<file path="config.mk">
export PLATFORM = sky130hd
export DESIGN_NAME = alu_mul_seq
export DESIGN_NICKNAME = d
export VERILOG_FILES = /design/src/rtl/alu_mul_seq_pkg.sv /design/src/rtl/alu_mul_seq_iter_cnt4.sv /design/src/rtl/alu_mul_seq.sv
export SDC_FILE = /design/constraint.sdc
export NUM_CORES = 1
export LEC_CHECK = 0
export BUFFER_PORTS_ARGS = -buffer_cell sky130_fd_sc_hd__buf_2
export CAP_MARGIN = 10
export CORE_ASPECT_RATIO = 0.6
export CORE_MARGIN = 2
export CORE_UTILIZATION = 52
export DETAILED_ROUTE_END_ITERATION = 6
export GPL_TIMING_DRIVEN = 0
export PLACE_DENSITY = 0.92
export SETUP_SLACK_MARGIN = 0.5
export SLEW_MARGIN = 10
export SYNTH_ARGS = -nofsm -noshare
export SYNTH_HDL_FRONTEND = slang
export SYNTH_SLANG_ARGS = --single-unit
</file>
<file path="constraint.sdc">
create_clock -name clk -period 2.2 [get_ports clk]
set_clock_uncertainty 0.1 [all_clocks]
set_input_delay 0.11 -clock clk [delete_from_list [all_inputs] [get_ports clk]]
set_output_delay 0.11 -clock clk [all_outputs]
set_load 0.02 [all_outputs]
</file>
<file path="src/rtl/alu_mul_seq_pkg.sv">
// Shared definitions for the shift-and-add multiplier sequencer: external ALU
// opcodes and the controller state encoding.
package alu_mul_seq_pkg;

  localparam int          MUL_WIDTH = 16;
  localparam logic [3:0]  ALU_ADD   = 4'b0100;
  localparam logic [3:0]  ALU_SLL   = 4'b0001;
  localparam logic [3:0]  ITER_LAST = 4'd15;

  typedef enum logic [1:0] {
    IDLE  = 2'd0,
    ADD   = 2'd1,
    SHIFT = 2'd2,
    DONE  = 2'd3
  } state_t;

endpackage

</file>
<file path="src/rtl/alu_mul_seq_iter_cnt4.sv">
// 4-bit iteration counter for the multiplier: synchronous clear, increment,
// and a terminal-count flag at the last iteration.
module iter_cnt4
  import alu_mul_seq_pkg::*;
(
  input  logic       clk,
  input  logic       rst_n,
  input  logic       clear,
  input  logic       inc,
  output logic [3:0] count,
  output logic       tc
);

  always_ff @(posedge clk or negedge rst_n) begin
    if (!rst_n) begin
      count <= '0;
    end else if (clear) begin
      count <= '0;
    end else if (inc) begin
      count <= count + 4'd1;   // wraps 15 -> 0 on the final iteration
    end
  end

  assign tc = (count == ITER_LAST);

endmodule

</file>
<file path="src/rtl/alu_mul_seq.sv">
// Sequential shift-and-add multiplier that borrows an external ALU for both the
// partial-product add and the multiplicand shift; holds only control and registers.
module alu_mul_seq
  import alu_mul_seq_pkg::*;
#(
  parameter int WIDTH = MUL_WIDTH
) (
  input  logic             clk,
  input  logic             rst_n,
  input  logic             start,
  input  logic             abort,
  input  logic [WIDTH-1:0] opA,
  input  logic [WIDTH-1:0] opB,
  output logic             busy,
  output logic             done,
  output logic [WIDTH-1:0] product,
  output logic [WIDTH-1:0] alu_InA,
  output logic [WIDTH-1:0] alu_InB,
  output logic [3:0]       alu_Oper,
  output logic             alu_Cin,
  output logic             alu_invA,
  output logic             alu_invB,
  output logic             alu_sign,
  input  logic [WIDTH-1:0] alu_Out
);

  state_t           state, state_nxt;
  logic [WIDTH-1:0] acc, mcand, mplier;
  logic             cnt_clear, cnt_inc, cnt_tc;
  logic [3:0]       count;

  iter_cnt4 u_iter_cnt4 (
    .clk   (clk),
    .rst_n (rst_n),
    .clear (cnt_clear),
    .inc   (cnt_inc),
    .count (count),
    .tc    (cnt_tc)
  );

  assign alu_Cin  = 1'b0;
  assign alu_invA = 1'b0;
  assign alu_invB = 1'b0;
  assign alu_sign = 1'b0;

  // NOTE: every output of this block gets a default before the case so no
  // path leaves a signal unassigned, which would otherwise infer a latch.
  always_comb begin
    state_nxt = state;
    busy      = 1'b0;
    done      = 1'b0;
    alu_Oper  = ALU_ADD;
    alu_InA   = '0;
    alu_InB   = '0;
    cnt_clear = 1'b0;
    cnt_inc   = 1'b0;
    case (state)
      IDLE: begin
        if (start) begin
          cnt_clear = 1'b1;
          state_nxt = ADD;
        end
      end
      ADD: begin
        busy      = 1'b1;
        alu_InA   = acc;
        alu_InB   = mplier[0] ? mcand : '0;
        state_nxt = abort ? IDLE : SHIFT;
      end
      SHIFT: begin
        busy     = 1'b1;
        alu_Oper = ALU_SLL;
        alu_InA  = mcand;
        alu_InB  = WIDTH'(1);
        if (abort) begin
          state_nxt = IDLE;
        end else begin
          cnt_inc   = 1'b1;
          state_nxt = cnt_tc ? DONE : ADD;
        end
      end
      DONE: begin
        done      = 1'b1;
        state_nxt = IDLE;
      end
      default: state_nxt = IDLE;
    endcase
  end

  // NOTE: state registers use non-blocking assignments so all of them sample
  // pre-edge values, independent of statement order.
  always_ff @(posedge clk or negedge rst_n) begin
    if (!rst_n) begin
      state <= IDLE;
    end else begin
      state <= state_nxt;
    end
  end

  always_ff @(posedge clk or negedge rst_n) begin
    if (!rst_n) begin
      acc     <= '0;
      mcand   <= '0;
      mplier  <= '0;
      product <= '0;
    end else begin
      case (state)
        IDLE: begin
          if (start) begin
            acc    <= '0;
            mcand  <= opA;
            mplier <= opB;
          end
        end
        ADD: begin
          if (!abort) acc <= alu_Out;
        end
        SHIFT: begin
          if (!abort) begin
            mcand  <= alu_Out;
            mplier <= mplier >> 1;
            // acc is final after the last add, so publish it as DONE begins
            if (cnt_tc) product <= acc;
          end
        end
        default: ;
      endcase
    end
  end

endmodule

</file>
## Word level (Yosys, flattened, before mapping)

Index checks and enable logic that the tools add are counted.

| operators by class | value |
|---|---|
| add/subtract/negate cells | 1 |
| multiply operators | 0 |
| divide/modulo/power cells | 0 |
| order comparisons | 0 |
| eq/ne operators | 7 |
| shift operators | 0 |
| mux-type cells | 25 |
| bitwise gates (word level) | 1 |
| reduce and logical (&&, ||, !) cells | 8 |

Operators with widths:

| kind | count |
|---|---|
| 16-bit one-hot mux with 2 select lines | 5 |
| 16-bit two-way mux | 6 |
| 3-bit AND reduction | 3 |
| 2-bit two-way mux | 4 |
| 4-bit two-way mux | 2 |
| 2-bit one-hot mux with 4 select lines | 1 |
| 1-bit two-way mux | 6 |
| 2-bit inequality test, second input constant | 3 |
| 2-bit nonzero test | 3 |
| 4-bit by 1-bit adder with 4-bit output, second input constant | 1 |
| 2-bit equality test, second input constant | 2 |
| 4-bit equality test, second input constant | 1 |
| 3-bit two-way mux | 1 |
| 2-bit by 1-bit equality test with 1-bit output, second input constant | 1 |
| 2-bit zero test | 1 |
| 2-bit OR reduction | 1 |
| 1-bit NOT | 1 |

| storage, ports and cells | value |
|---|---|
| register bits | 70 |
| bits in latches | 0 |
| RAM bits | 0 |
| ROM bits | 0 |
| input bits | 52 |
| output and inout bits | 58 |
| logic and storage cells | 48 |
| memories kept | 0 |

## Longest topological paths before layout

| logic depth | value |
|---|---|
| word-level depth | 4 |
| mapped depth | 7 |
| gate-level depth less buffers | 5 |

## By module

Synthesis repeated with hierarchy kept, for this count alone.

| second synthesis, totals | value |
|---|---|
| cell total of the unflattened synthesis | 312 |
| area, all modules | 3,612.2 um^2 |

By module, submodules not included:

| module | times used | cells each | area an instance (um^2) | sequential area each (um^2) |
|---|---|---|---|---|
| alu_mul_seq | 1 | 295 | 3,413.3 | 1,651.6 |
| iter_cnt4 | 1 | 17 | 198.9 | 100.1 |

## Worst setup path after synthesis

No wires, ideal clock.

| path | value |
|---|---|
| path kind | register to register |
| start | reg state[0] |
| end | reg product[10] |
| setup time | 0.127 ns |
| data arrival time | 1.843 ns |
| data required time | 1.973 ns |
| setup slack | 0.130 ns |
| stages on the path, launching flop included | 8 |
| path buffers | 2 |
| clock period less this slack | 2.070 ns |
| cell sequence | dfrtp_1 > inv_1 > ha_1 > buf_4 > nand3b_2 > nor2_4 > buf_6 > mux2_1 |

| on the way | value |
|---|---|
| longest elaborated chain between the ends | 2 |

RTL lines:

| element | RTL line | source |
|---|---|---|
| start: declaration | alu_mul_seq.sv:27 | `state_t state, state_nxt;` |
| start signal: assignment | alu_mul_seq.sv:96 | `state <= state_nxt;` |
| 2-bit equality test | alu_mul_seq.sv:107 | `case (state)` |
| 3-bit AND reduction (no source line) | -- |  |
| end signal: assignment | alu_mul_seq.sv:105 | `product <= '0;` |
| end signal: assignment | alu_mul_seq.sv:123 | `if (cnt_tc) product <= acc;` |
| end: declaration | alu_mul_seq.sv:16 | `output logic [WIDTH-1:0] product,` |

No other way between the ends.
A chain may end at the register's enable or synchronous reset.

## Worst setup path in the final report

| path | value |
|---|---|
| start | reg state[1] |
| end | out alu_InB[1] |

| on the way | value |
|---|---|
| longest elaborated chain between the ends | 2 |
| elaborated cells between the ends (all ways) | 3 |
| those cells by class | eq/ne: 2; mux: 1 |

RTL lines:

| element | RTL line | source |
|---|---|---|
| 2-bit equality test / 2-bit by 1-bit equality test with 1-bit output (equally long branches) | alu_mul_seq.sv:57 | `case (state)` |
| 16-bit one-hot mux with 2 select lines (*) | alu_mul_seq.sv:57 |  |
| end: declaration | alu_mul_seq.sv:18 | `output logic [WIDTH-1:0] alu_InB,` |

Mark *: on every way between the ends. The rest lies on a longest branch, timed or not.

==> metrics list <==
- The flow ran to the end, but the final reports show violations.
- Violations in the final reports: hold timing
- In the final timing run, aggregate negative setup slack is 0 ns.
* Minimum period implied by the final worst setup slack: between 2 and 2.5 ns
* Count of state elements after synthesis: 70
* Clock tree root driver cell: clkbuf_16
- On the worst path, the slowest cell contributes a delay of around 0.44 ns.
- Summed over all nets, the half-perimeter wirelength after detailed placement is 6.724 mm.
- Maximum buffer depth of the clock tree: 2
* Final-stage net count: roughly 530
- The number of hold violations in the final report was 1.
- Fin worst setup slack: 0.02028 ns
- For this run the aggregate overflow at the end of global routing stands at 0.
- For this run, design rule violations remaining after detail routing come to 0.
* Slew Limit Headroom: about two thirds
- In this run the remaining antenna-violating nets after routing total 0.
- Port buffering added approximately 100 buffers.
* Critical Path, Cell by Cell: inv_2 > ha_4 > buf_6 > and2_4 > clkbuf_8 > and3_1 > buf_4
- From bottom edge to top edge, the die measures a little under 70 µm.
* Max Fclk: roughly 0.46 GHz
- Sequential cell area fraction in the yosys report: about half
* Highest net fanout along the worst path: 7
* DRC marker count from the first detailed-route iteration: 311
- Clock latency at the later pin of the worst-skew pair: about 0.34 ns
- Endpoint kind of the worst setup timing path: primary output
- The number of max-slew violations in the final report was 0.
- The floorplan step defined a die boundary enclosing approximately 0.0077 mm².
- Synth-to-Final Area Change: 62.47%
- After detailed routing, the total wire length is approximately 14 mm.
* Place WS: a little over 0.07 ns
- For the pin with the worst max-slew slack, the measured transition is just over 0.5 ns.
- For this run, the leading register cell type out of synthesis is dfrtp_1.
- Wire per inst: roughly 24 µm
- The min-delay analysis places its worst path in the category in2reg.
* Endpoint of the worst hold path: mplier[15]
* Via count normalized by instance count: just under 6
- The synthesized netlist occupies a cell area of about 0.0036 mm².
* Cell type contributing the most total cell area after synthesis: dfrtp_1
- GP Congestion: between 0.8 and 0.9
- In this run, synthesis inferred 0 flip-flops with an integrated enable.
- Number of placed I/O pins: 110
- Global-route wire length before repair: about 19 mm
- Class of the most critical setup path: reg2out
- Utilization after layout: around 88%
* Number of warning messages in the yosys log: 0
- In the final layout, the share of cells above drive strength 1 is a little under two thirds.
- Averaged over all synthesized cells, the footprint is around 12 µm².
- The core region is roughly 0.0067 mm².
- CTS Buf Count: 9
- Pleak: 2.962 nW
* Setup repair after global routing missed its margin: true
* GRT Resource Usage Total: between 30% and 40%
- Pwr per Cell Area: approximately 1500 mW/mm²
* Number of placement rows: 23
* Min-delay src: opB[15]
- Fraction of registers with async set or reset after synthesis: between 90% and 100%
- Number of antenna cells inserted: 0
- Number of distinct library cell variants in the gate-level netlist after synthesis: 34
- Biggest area contributors in the synthesized netlist: dfrtp_1, mux2_2, mux2i_1
- Most numerous cell types in the synthesized netlist: dfrtp_1, mux2_2, inv_1
* Final cycle utilization of the critical path: around 100%
- The worst setup path is launched from a flip-flop.
- The initial utilization of the core area, before any placement, comes to between 50% and 60%.
- Critical Path AT: just under 2 ns
* Clock H-tree levels: 3
- Final cell count without fillers: ~560
- Summing over every cut layer, the via total after detailed routing is roughly 3300.
- Number of global-route vias before repair: 3286
* Register-to-register setup slack: ~0.050 ns
* Count of endpoints failing setup in the final report: 0
* Library cell contributing the largest single delay on the critical path: dfrtp_1
- Synth top area share: between 40% and 50%
- Required time worst endpoint: 1.99 ns
- Number of cells on the worst reg-to-reg path: 9
* Total iterations of the first detailed-routing run: 5
- In this run the critical register-to-register path is captured at mcand[3].
- Antenna violations before repair: 0
- In this run the critical register-to-register path is launched from state[1].
* Peak VDD IR: around 0.00086 V
* # placed instances: 488
- The cell count after synthesis came out at just under 300.
- Die Wd: 111.9 µm
- Maximum Capacitance Violations: 0
* Worst hold-check slack: -0.001075 ns
- Yosys instantiated no cell more often than dfrtp_1.
- TritonCTS clock tree: yes
- Clock edge transition at the registers on the reported setup and hold paths: ~0.05 ns
* Pin count of the biggest net entering global routing: 63
- The tree built by TritonCTS fans out to 70 sinks.
* Min-Delay Path Depth: 3
==> area by class of cell <==
type / instances / area (µm²)
clock inverters: 6 / 62.56
inverters: 20 / 80.08
clock buffers: 10 / 229.0
flip-flops and latches: 70 / 1752
well taps: 87 / 108.9
plain buffers: 24 / 289.0
repair buffers: 164 / 1388
multi-input cells: 183 / 1994
fillers: 261 / 802.0
==> cell families (layout without fill, tap and decap cells) <==
| kind of cell | after synthesis | in the layout | share of synthesized area, % |
|---|---|---|---|
| compound gates | 28 | 28 | 6.715 |
| xor+xnor | 2 | 2 | 0.4822 |
| fa+ha+maj | 5 | 5 | 1.722 |
| buf+inv | 44 | 224 | 6.852 |
| flops | 70 | 70 | 48.21 |
| mux | 95 | 95 | 28.86 |
| other cells | 1 | 6 | 0.1032 |
| simple gates | 47 | 47 | 7.060 |
==> metal layers <==
metal | GRT usage, % | wire length, µm | up-vias
li1 | - | - | 1375
met1 | 39.41 | 5217 | 1659
met2 | 58.26 | 6528 | 224
met3 | 9.003 | 1338 | 44
met4 | 14.97 | 476 | 0
met5 | 0 | 0 | -
==> layout by cell type, fill, tap and decap left out, types with 3 or more instances in the layout <==
| master | Yosys | final |
|---|---|---|
| nand2_1 | 17 | 17 |
| ha_4 | 0 | 3 |
| dfrtp_1 | 70 | 70 |
| inv_1 | 20 | 17 |
| nor2_1 | 5 | 4 |
| clkbuf_16 | 0 | 10 |
| conb_1 | 1 | 6 |
| and3_4 | 0 | 6 |
| o21ai_0 | 4 | 4 |
| a22o_4 | 0 | 9 |
| mux2i_1 | 17 | 15 |
| buf_12 | 0 | 6 |
| clkbuf_8 | 0 | 3 |
| mux2_2 | 69 | 45 |
| clkinvlp_4 | 0 | 3 |
| a22o_1 | 16 | 7 |
| and3_1 | 15 | 7 |
| buf_4 | 7 | 33 |
| buf_2 | 7 | 77 |
| dlygate4sd3_1 | 0 | 17 |
| buf_6 | 5 | 36 |
| buf_16 | 0 | 6 |
| buf_8 | 1 | 7 |
| mux2_4 | 0 | 33 |
==> worst max path at each step <==
stage,to,cells after the start,slack [ns],startpoint
floorplan,mcand[0],7,0.36,state[1]
global placement,alu_InB[6],7,0.10,state[1]
detailed placement,alu_InB[6],7,0.07,state[1]
CTS,alu_InA[0],7,0.11,state[0]
global route,alu_InB[1],6,-0.007,state[1]
finish,alu_InB[1],7,0.02,state[1]
==> timing repair <==
item	CTS	global route
hold buffers	17	0
pin swaps	11	11
gates cloned	8	0
endpoints found under the setup margin	98	100
gates resized for setup	121	22
setup buffers	31	4
endpoints found under the hold margin	86	0
==> through the flow <==
step / total power, mW / cell area, µm²
3_5_place_dp: 5.323 / 4463
2_1_floorplan: 4.493 / 3809
6_report: 8.823 / 5903
4_1_cts: 8.239 / 5771
5_1_grt: 9.079 / 5903
3_3_place_gp: 5.158 / 4433
==> flip-flops by register name (all words and copies together), names as in the netlist <==
| signal | cells |
|---|---|
| u_iter_cnt4.count | 4 |
| acc | 16 |
| mplier | 16 |
| state | 2 |
| mcand | 16 |
| product | 16 |
==> where the power goes <==
part	internal (mW)	switching [mW]
sequential	1.76	0.450
clock	0.873	0.567
combinational	2.90	2.27
total	5.53	3.29
==> worst max-delay path, delay by kind of cell (launching register included) <==
family                   cells  cell delay, ns
adder cells (fa/ha/maj)      1            0.15
buffers and inverters        4            0.62
flip-flops                   1            0.44
AND/OR/NAND/NOR              2            0.43
Note: power is estimated with default switching activity, not from simulation.
